===== src/rtl/uart_tx_frame_engine.sv =====
// UART transmit engine: bit-rate prescaler, TX shift register and frame FSM.
// One word is accepted per data_valid/data_ready handshake and sent LSB first
// as start, data, optional parity, then one or two stop bits.
// Ports:
//   clk, reset (async, active-low)
//   prescale       clk cycles per bit minus 1
//   parity_enable  insert parity bit after data
//   parity_odd     1: odd parity, 0: even parity
//   two_stop_bits  1: two stop bits, 0: one
//   data_valid     data_in holds a word to send
//   data_in        word to transmit
//   data_ready     high only in IDLE (decoded from the state register)
//   tx_serial      registered serial line, idle high
//   busy           high from the cycle after accept until frame_done
//   frame_done     one-cycle pulse in the last cycle of the final stop bit
module uart_tx_frame_engine #(
  parameter int unsigned DATA_WIDTH     = 8,
  parameter int unsigned PRESCALE_WIDTH = 16
) (
  input  logic                      clk,
  input  logic                      reset,
  input  logic [PRESCALE_WIDTH-1:0] prescale,
  input  logic                      parity_enable,
  input  logic                      parity_odd,
  input  logic                      two_stop_bits,
  input  logic                      data_valid,
  input  logic [DATA_WIDTH-1:0]     data_in,
  output logic                      data_ready,
  output logic                      tx_serial,
  output logic                      busy,
  output logic                      frame_done
);

  localparam int unsigned IDX_W = (DATA_WIDTH > 1) ? $clog2(DATA_WIDTH) : 1;
  localparam logic [IDX_W-1:0] LAST_IDX = IDX_W'(DATA_WIDTH - 1);

  typedef enum logic [2:0] {
    ST_IDLE   = 3'd0,
    ST_START  = 3'd1,
    ST_DATA   = 3'd2,
    ST_PARITY = 3'd3,
    ST_STOP   = 3'd4
  } state_t;

  state_t                    state, state_n;
  logic [PRESCALE_WIDTH-1:0] cnt, cnt_n;
  logic [PRESCALE_WIDTH-1:0] presc_l, presc_n;
  logic [IDX_W-1:0]          idx, idx_n;
  logic [DATA_WIDTH-1:0]     shreg, shreg_n;
  logic                      pen_l, pen_n;
  logic                      two_l, two_n;
  logic                      par_l, par_n;
  logic                      stop2, stop2_n;
  logic                      tx_n, busy_n, done_n;
  logic                      bit_end;

  assign data_ready = (state == ST_IDLE);
  assign bit_end    = (cnt == '0);

  // State and datapath registers; reset forces the line idle at once.
  always_ff @(posedge clk or negedge reset) begin
    if (!reset) begin
      state      <= ST_IDLE;
      cnt        <= '0;
      presc_l    <= '0;
      idx        <= '0;
      shreg      <= '0;
      pen_l      <= 1'b0;
      two_l      <= 1'b0;
      par_l      <= 1'b0;
      stop2      <= 1'b0;
      tx_serial  <= 1'b1;
      busy       <= 1'b0;
      frame_done <= 1'b0;
    end else begin
      state      <= state_n;
      cnt        <= cnt_n;
      presc_l    <= presc_n;
      idx        <= idx_n;
      shreg      <= shreg_n;
      pen_l      <= pen_n;
      two_l      <= two_n;
      par_l      <= par_n;
      stop2      <= stop2_n;
      tx_serial  <= tx_n;
      busy       <= busy_n;
      frame_done <= done_n;
    end
  end

  // Next-state logic; registered outputs are derived from the next state so
  // they line up with the bit being driven.
  always_comb begin
    state_n = state;
    cnt_n   = cnt;
    presc_n = presc_l;
    idx_n   = idx;
    shreg_n = shreg;
    pen_n   = pen_l;
    two_n   = two_l;
    par_n   = par_l;
    stop2_n = stop2;

    case (state)
      ST_IDLE: begin
        if (data_valid) begin
          state_n = ST_START;
          cnt_n   = prescale;
          presc_n = prescale;
          shreg_n = data_in;
          pen_n   = parity_enable;
          two_n   = two_stop_bits;
          par_n   = (^data_in) ^ parity_odd;
          stop2_n = 1'b0;
          idx_n   = '0;
        end
      end
      ST_START: begin
        if (bit_end) begin
          state_n = ST_DATA;
          cnt_n   = presc_l;
          idx_n   = '0;
        end else begin
          cnt_n = cnt - PRESCALE_WIDTH'(1);
        end
      end
      ST_DATA: begin
        if (bit_end) begin
          cnt_n   = presc_l;
          shreg_n = shreg >> 1;
          if (idx == LAST_IDX) begin
            state_n = pen_l ? ST_PARITY : ST_STOP;
          end else begin
            idx_n = idx + IDX_W'(1);
          end
        end else begin
          cnt_n = cnt - PRESCALE_WIDTH'(1);
        end
      end
      ST_PARITY: begin
        if (bit_end) begin
          state_n = ST_STOP;
          cnt_n   = presc_l;
        end else begin
          cnt_n = cnt - PRESCALE_WIDTH'(1);
        end
      end
      ST_STOP: begin
        if (bit_end) begin
          if (two_l && !stop2) begin
            stop2_n = 1'b1;
            cnt_n   = presc_l;
          end else begin
            state_n = ST_IDLE;
          end
        end else begin
          cnt_n = cnt - PRESCALE_WIDTH'(1);
        end
      end
      default: begin
        state_n = ST_IDLE;
        cnt_n   = '0;
      end
    endcase

    case (state_n)
      ST_START:  tx_n = 1'b0;
      ST_DATA:   tx_n = shreg_n[0];
      ST_PARITY: tx_n = par_l;
      default:   tx_n = 1'b1;
    endcase

    busy_n = (state_n != ST_IDLE);
    // Final cycle of the last stop bit: counter exhausted and no second stop pending.
    done_n = (state_n == ST_STOP) && (cnt_n == '0) && (stop2_n || !two_n);
  end

endmodule


===== config.mk =====
export PLATFORM = sky130hd
export DESIGN_NAME = uart_tx_frame_engine
export DESIGN_NICKNAME = d
export VERILOG_FILES = /design/src/rtl/uart_tx_frame_engine.sv
export SDC_FILE = /design/constraint.sdc
export NUM_CORES = 1
export LEC_CHECK = 0
export CORE_ASPECT_RATIO = 0.6
export CORE_MARGIN = 8
export CORE_UTILIZATION = 52
export DETAILED_ROUTE_END_ITERATION = 6
export PLACE_DENSITY = 0.83
export SLEW_MARGIN = 30
export SYNTH_ARGS = -nofsm -noshare
export SYNTH_HDL_FRONTEND = slang
export SYNTH_SLANG_ARGS = --single-unit

===== constraint.sdc =====
create_clock -name clk -period 2.8 [get_ports clk]
set_clock_uncertainty 0.05 [all_clocks]
set_input_delay 0.56 -clock clk [delete_from_list [all_inputs] [get_ports clk]]
set_output_delay 0.56 -clock clk [all_outputs]
set_load 0.02 [all_outputs]

# Word-level counts from Yosys, hierarchy flattened
# Cells that the tools add are included.
# W data, S select, Z words.
dict set report word_totals {
  output_inout_bits 4
  word_cells 75
  input_bits 30
  register_bits 53
}
dict set report op_classes {
  n_mux 29
  reduce_logical 17
  add_sub_neg 2
  eq_ne 13
  n_bitwise 1
}
# operator count
set ops {}
lappend ops {{$mux W16} 4}
lappend ops {{$pmux W16 S3} 1}
lappend ops {{$mux W3} 12}
lappend ops {{$logic_not A16 Y1} 2}
lappend ops {{$mux W8} 2}
lappend ops {{$pmux W8 S2} 1}
lappend ops {{$sub A16 B1 Y16 const B} 1}
lappend ops {{$pmux W3 S5} 1}
lappend ops {{$eq A3 B2 Y1 const B} 4}
lappend ops {{$eq A3 B3 Y1 const B} 3}
lappend ops {{$pmux W3 S3} 1}
lappend ops {{$ne A2 B2 Y1 const B} 4}
lappend ops {{$reduce_xor A8 Y1} 1}
lappend ops {{$eq A3 B1 Y1 const B} 2}
lappend ops {{$reduce_bool A3 Y1} 2}
lappend ops {{$mux W1} 5}
lappend ops {{$reduce_and A5 Y1} 1}
lappend ops {{$add A3 B1 Y3 const B} 1}
lappend ops {{$logic_and A1 B1 Y1} 3}
lappend ops {{$logic_not A3 Y1} 1}
lappend ops {{$pmux W1 S3} 1}
lappend ops {{$reduce_and A3 Y1} 1}
lappend ops {{$reduce_or A3 Y1} 1}
lappend ops {{$logic_not A1 Y1} 2}
lappend ops {{other kinds (5)} 5}

# Depth between registers and ports, before layout
# Gate-level depths: netlist of the first run.
dict set report logic_depth {
  depth_word 8
  ltp_mapped 10
}

# Least setup slack after synthesis of the first run
# Ideal clock, no wire load.
dict set report synth_timing {
  path_kind {register to register}
  from {register cnt[8]}
  to {register idx[0]}
  period_less_slack_ps 2806
  stages_incl_launch_ff 9
  path_buffers 3
  arrival_time_ps 2628
  path_slack_ps -6
  cell_sequence {dfrtp_1 > buf_2 > or4_4 > buf_6 > nor4_4 > clkbuf_1 > o21ai_1 > a21oi_1 > mux2_1}
}
dict set report synth_between {
  elab_chain_len 3
}
# element line
set synth_rtl {}
lappend synth_rtl {{start: declaration} 46} ;# logic [PRESCALE_WIDTH-1:0] cnt, cnt_n;
lappend synth_rtl {{start signal: assignment} 77} ;# cnt <= cnt_n;
lappend synth_rtl {{$logic_not A16 Y1 *} 58} ;# assign bit_end = (cnt == '0);
lappend synth_rtl {{$ne A2 B2 Y1 (no line)} --}
lappend synth_rtl {{$reduce_and A5 Y1 (no line) *} --}
lappend synth_rtl {{end signal: assignment} 79} ;# idx <= idx_n;
lappend synth_rtl {{end: declaration} 48} ;# logic [IDX_W-1:0] idx, idx_n;
# Mark *: on every way between the ends. The rest lies on a longest branch, timed or not.
# A chain may end at the register's enable or synchronous reset.

# Worst setup path in the final report of the first run
dict set report layout_timing {
  from {register cnt[1]}
  to {register frame_done}
}
dict set report layout_between {
  elab_chain_len 6
}
# element line
set layout_rtl {}
lappend layout_rtl {{$sub A16 B1 Y16 (tied with other cells)} --}
lappend layout_rtl {{$mux W16 (tied with other cells)} 149} ;# if (bit_end) begin
lappend layout_rtl {{$pmux W16 S3 or $pmux W3 S5 (tied branches)} 104} ;# case (state)
lappend layout_rtl {{$logic_not A16 Y1 or $eq A3 B3 Y1 (tied branches)} 175} ;# done_n = (state_n == ST_STOP) && (cnt_n == '0) && (stop2_n || !two_n);
lappend layout_rtl {{$logic_and A1 B1 Y1} 175}
lappend layout_rtl {{$logic_and A1 B1 Y1 *} 175}
lappend layout_rtl {{net done_n} 54} ;# logic tx_n, busy_n, done_n;
lappend layout_rtl {{end signal: assignment} 87} ;# frame_done <= done_n;
lappend layout_rtl {{end: declaration} 31} ;# output logic frame_done
# The timed path passes the listed nets; every way through them passes the cells marked *.

==> results.md, run 1 <==
* TritonCTS Sinks at between 50 and 60
* Status: finished, violations left
* RSZ-0062 raised after global routing: yes
* Avg WL per Cell at 20.20 µm
* Initial Util at 54.02%
* RePlAce Congestion at 1.100
* Power Internal at 1.596 mW
* Io pins at 34
* Clock Power Share at 19.0%
* Clock root buffer: clkbuf_8
* Largest net degree at the start of global routing at 34
* Peak VDD IR at 0.3574 mV
* Final setup vio count at 1
* Final #Nets at ~510
* Slew headroom at 52.34%
* Bufs on Longest Clock Path at 2
* Multi-input logic area at a little under 0.002 mm²
* Post-Syn Area at 0.003316 mm²
* Worst hold margin at 0.1237 ns
* N_diodes at 0
* Total global-route track usage at 24.72%
* Die Y at 77.86 µm
* Fin. Hold Viols at 0
* Tightest Pin Transition at 0.7074 ns
* WL final at 11270 µm
* Gr ovfl total at 0
* DRT Pass-1 Iters at 5
* Antenna Violating Nets Remaining at 0
* Full die area at 0.009272 mm²
* Final worst slack at -0.01917 ns
* CP max FO at 3
* Core area at just over 0.006 mm²
* Clock transition at path regs at 0.11 ns
* Placed inst area at 0.004188 mm²
* Sw Share at roughly 36%
* Largest family of logic cells by synthesized area: simple AND/OR/NAND/NOR gates
* Max cap viols at 0
* Die width at 119.1 µm
* Max frequency at roughly 350 MHz
* Ys async rst share at 100.0%
* Simple-gate portion of the synthesized area at 24.04%
* Post-Synth XOR/XNOR Area at under 10%
* # rows at 22
* IO Port Bufs at 33
* Design area at 0.004415 mm²
* Final max-slew violation count at 0
* Compound-gate portion of the synthesized area at around 18%
* Vias in the first global route at 3352
* P_leak at 1.958 nW
* Area grow syn2layout at 33.17%
* Crit start category: flip-flop
* Vias per cell at a little over 6
* Storage element area at 0.001329 mm²
* DP Worst Slack at -0.1844 ns
* Mux share of post-synthesis cell area at around 8%
* Sequential area share after synthesis at 40.04%
* Post-synth EDFFs at 0
* Worst Path Required at 2.99 ns
* Adder-Cell Fraction of Synth Area at under 10%
* Vias at between 3000 and 4000
* Antenna violations before repair at 0
* Syn_nets at 418
* H-tree depth at 2
* Seq cells post-synth at 53
* Netlist cell types at 58
* Tmin final at 2.819 ns
* Number of CTS-inserted buffers at 5
* Post-synthesis instance total at 384
* NetSw at 904.0 µW
* Share of cells above drive strength 1 at around a quarter
* Ys Warns at 0
* Worst Path Class, Setup: reg -> reg
* CTS tree: done
* Avg Inst Size Synth at 8.635 µm²
* DRC Markers at 0
* First-pass GRT wire length at between 15000 and 20000 µm
* Hold/Removal Path Class: in -> async
* Detailed router's first-iteration violation count at between 300 and 400
* Detailed placement HPWL at 8489 µm
* Fillers at 495
* Pwr/cell area at 566.1 mW/mm²
* Ys flop type: dfrtp_1
* Flop pwr share at 39.7%
* Period Utilization, post-route at 100.7%
* CP arrival at 3.01 ns
* Logic pwr share at 41.3%
* Crit path capture type: flip-flop
* Clock latency at the later pin of the worst-skew pair at 0.33 ns
* Failing checks: negative setup slack
==> synth_stat cells, types with 6 or more instances <==
cell type  instances  share of area (%)
a21oi_1           18                2.7
mux2i_1           18                5.4
clkbuf_1          17                1.9
dfrtp_1           52                 39
a22oi_1            8                1.8
o211ai_1           6                1.4
nand4_1            6                1.1
o21ai_0           21                3.2
mux2_2             7                2.4
nand2_1           84                9.5
nor2_1            20                2.3
xnor2_1           13                3.4
inv_1             11                1.2
nor3_1            11                1.7
==> cell families after synthesis <==
family,Yosys count
DFF,53
adders and majority gates,4
xor gates and xnor gates,16
and+or+nand+nor,161
buffers and inverters,35
muxes,26
AOI/OAI and AO/OA,89
==> registers in the layout, indices dropped and copies added (netlist names) <==
| name | cells |
|---|---|
| frame_done | 1 |
| two_l | 1 |
| par_l | 1 |
| shreg | 8 |
| presc_l | 16 |
| idx | 3 |
| busy | 1 |
| pen_l | 1 |
| cnt | 16 |
| state | 3 |
| stop2 | 1 |
| tx_serial | 1 |
==> critical path: stages, from the launching register on <==
cell and delay [ns]:
dfrtp_1 0.40, inv_2 0.09, ha_4 0.13, or4b_4 0.48
nor4_4 0.31, buf_4 0.19, buf_6 0.10, nor3_2 0.04
a211oi_2 0.29, o221a_2 0.24, nand4_1 0.14, nor4_2 0.28
==> layout by cell type, fill, tap and decap left out, types with 7 or more instances in the layout <==
| cell | Yosys | layout |
|---|---|---|
| a21oi_1 | 18 | 17 |
| a22oi_1 | 8 | 8 |
| buf_4 | 0 | 70 |
| clkdlybuf4s50_1 | 0 | 32 |
| dfrtp_1 | 52 | 51 |
| inv_1 | 11 | 9 |
| mux2_2 | 7 | 7 |
| mux2i_1 | 18 | 18 |
| nand2_1 | 84 | 84 |
| nor2_1 | 20 | 19 |
| nor3_1 | 11 | 7 |
| o21ai_0 | 21 | 20 |
| xnor2_1 | 13 | 13 |
==> layout make-up <==
class                   instances  share of cell area (%)
well taps                      84                   2.380
multi-input cells             296                   43.98
flip-flops and latches         53                   30.09
repair buffers                106                   20.43
clock inverters                 2                  0.3117
clock buffers                   6                   1.870
inverters                      11                  0.9351
==> power groups by stage <==
stage | combinational [mW] | sequential (mW) | clock (mW)
after global placement | 0.891 | 0.995 | 0
after CTS | 0.948 | 0.986 | 0.477
after floorplan | 0.520 | 0.980 | 0
final | 1.03 | 0.992 | 0.475
after detailed placement | 0.913 | 0.998 | 0
after global routing | 1.11 | 1.00 | 0.510
==> routing by layer <==
layer	share of wire [%]	global-route usage, %	vias up
met5	0	0	-
met4	1.7	6.399	0
met3	11	8.309	24
met2	41	34.79	200
met1	46	35.21	1678
li1	-	-	1562
==> repair_timing <==
item	CTS	global route
hold buffers	0	0
pin swaps	2	7
buffers inserted	2	3
setup endpoints to repair	1	1
resized for setup	11	12
==> path summary, 6_finish.rpt <==
path                       slack [ns]                  from  cells after the start                endpoint
min reg2reg                      0.44  shreg[5]$_DFFE_PN0P_                      2    shreg[5]$_DFFE_PN0P_
max in group asynchronous        1.75                 reset                      2       cnt[11]$_DFF_PN0_
min in group clk                 0.44  shreg[5]$_DFFE_PN0P_                      2    shreg[5]$_DFFE_PN0P_
min                              0.12                 reset                      1  presc_l[6]$_DFFE_PN0P_
max                             -0.02      cnt[1]$_DFF_PN0_                     11    frame_done$_DFF_PN0_
max reg2reg                     -0.02      cnt[1]$_DFF_PN0_                     11    frame_done$_DFF_PN0_
==> through the flow <==
step           cells  setup TNS, ns  utilization [%]  power, mW
2_1_floorplan    384      -0.002551                -      1.500
3_3_place_gp     545        -0.1978            68.22      1.886
3_5_place_dp     545        -0.1844            68.22      1.911
4_1_cts          555              0            70.71      2.411
5_1_grt          558        -0.1041            71.93      2.622
6_report         558       -0.01917            71.93      2.500
Power figures use the tool's default switching activity.
==> inputs of run 2 (changes only) <==
Settings changed: HOLD_SLACK_MARGIN from default to 0.08.
==> results of run 2 <==
Final layout, timing and power as in run 1 (identical DEF).
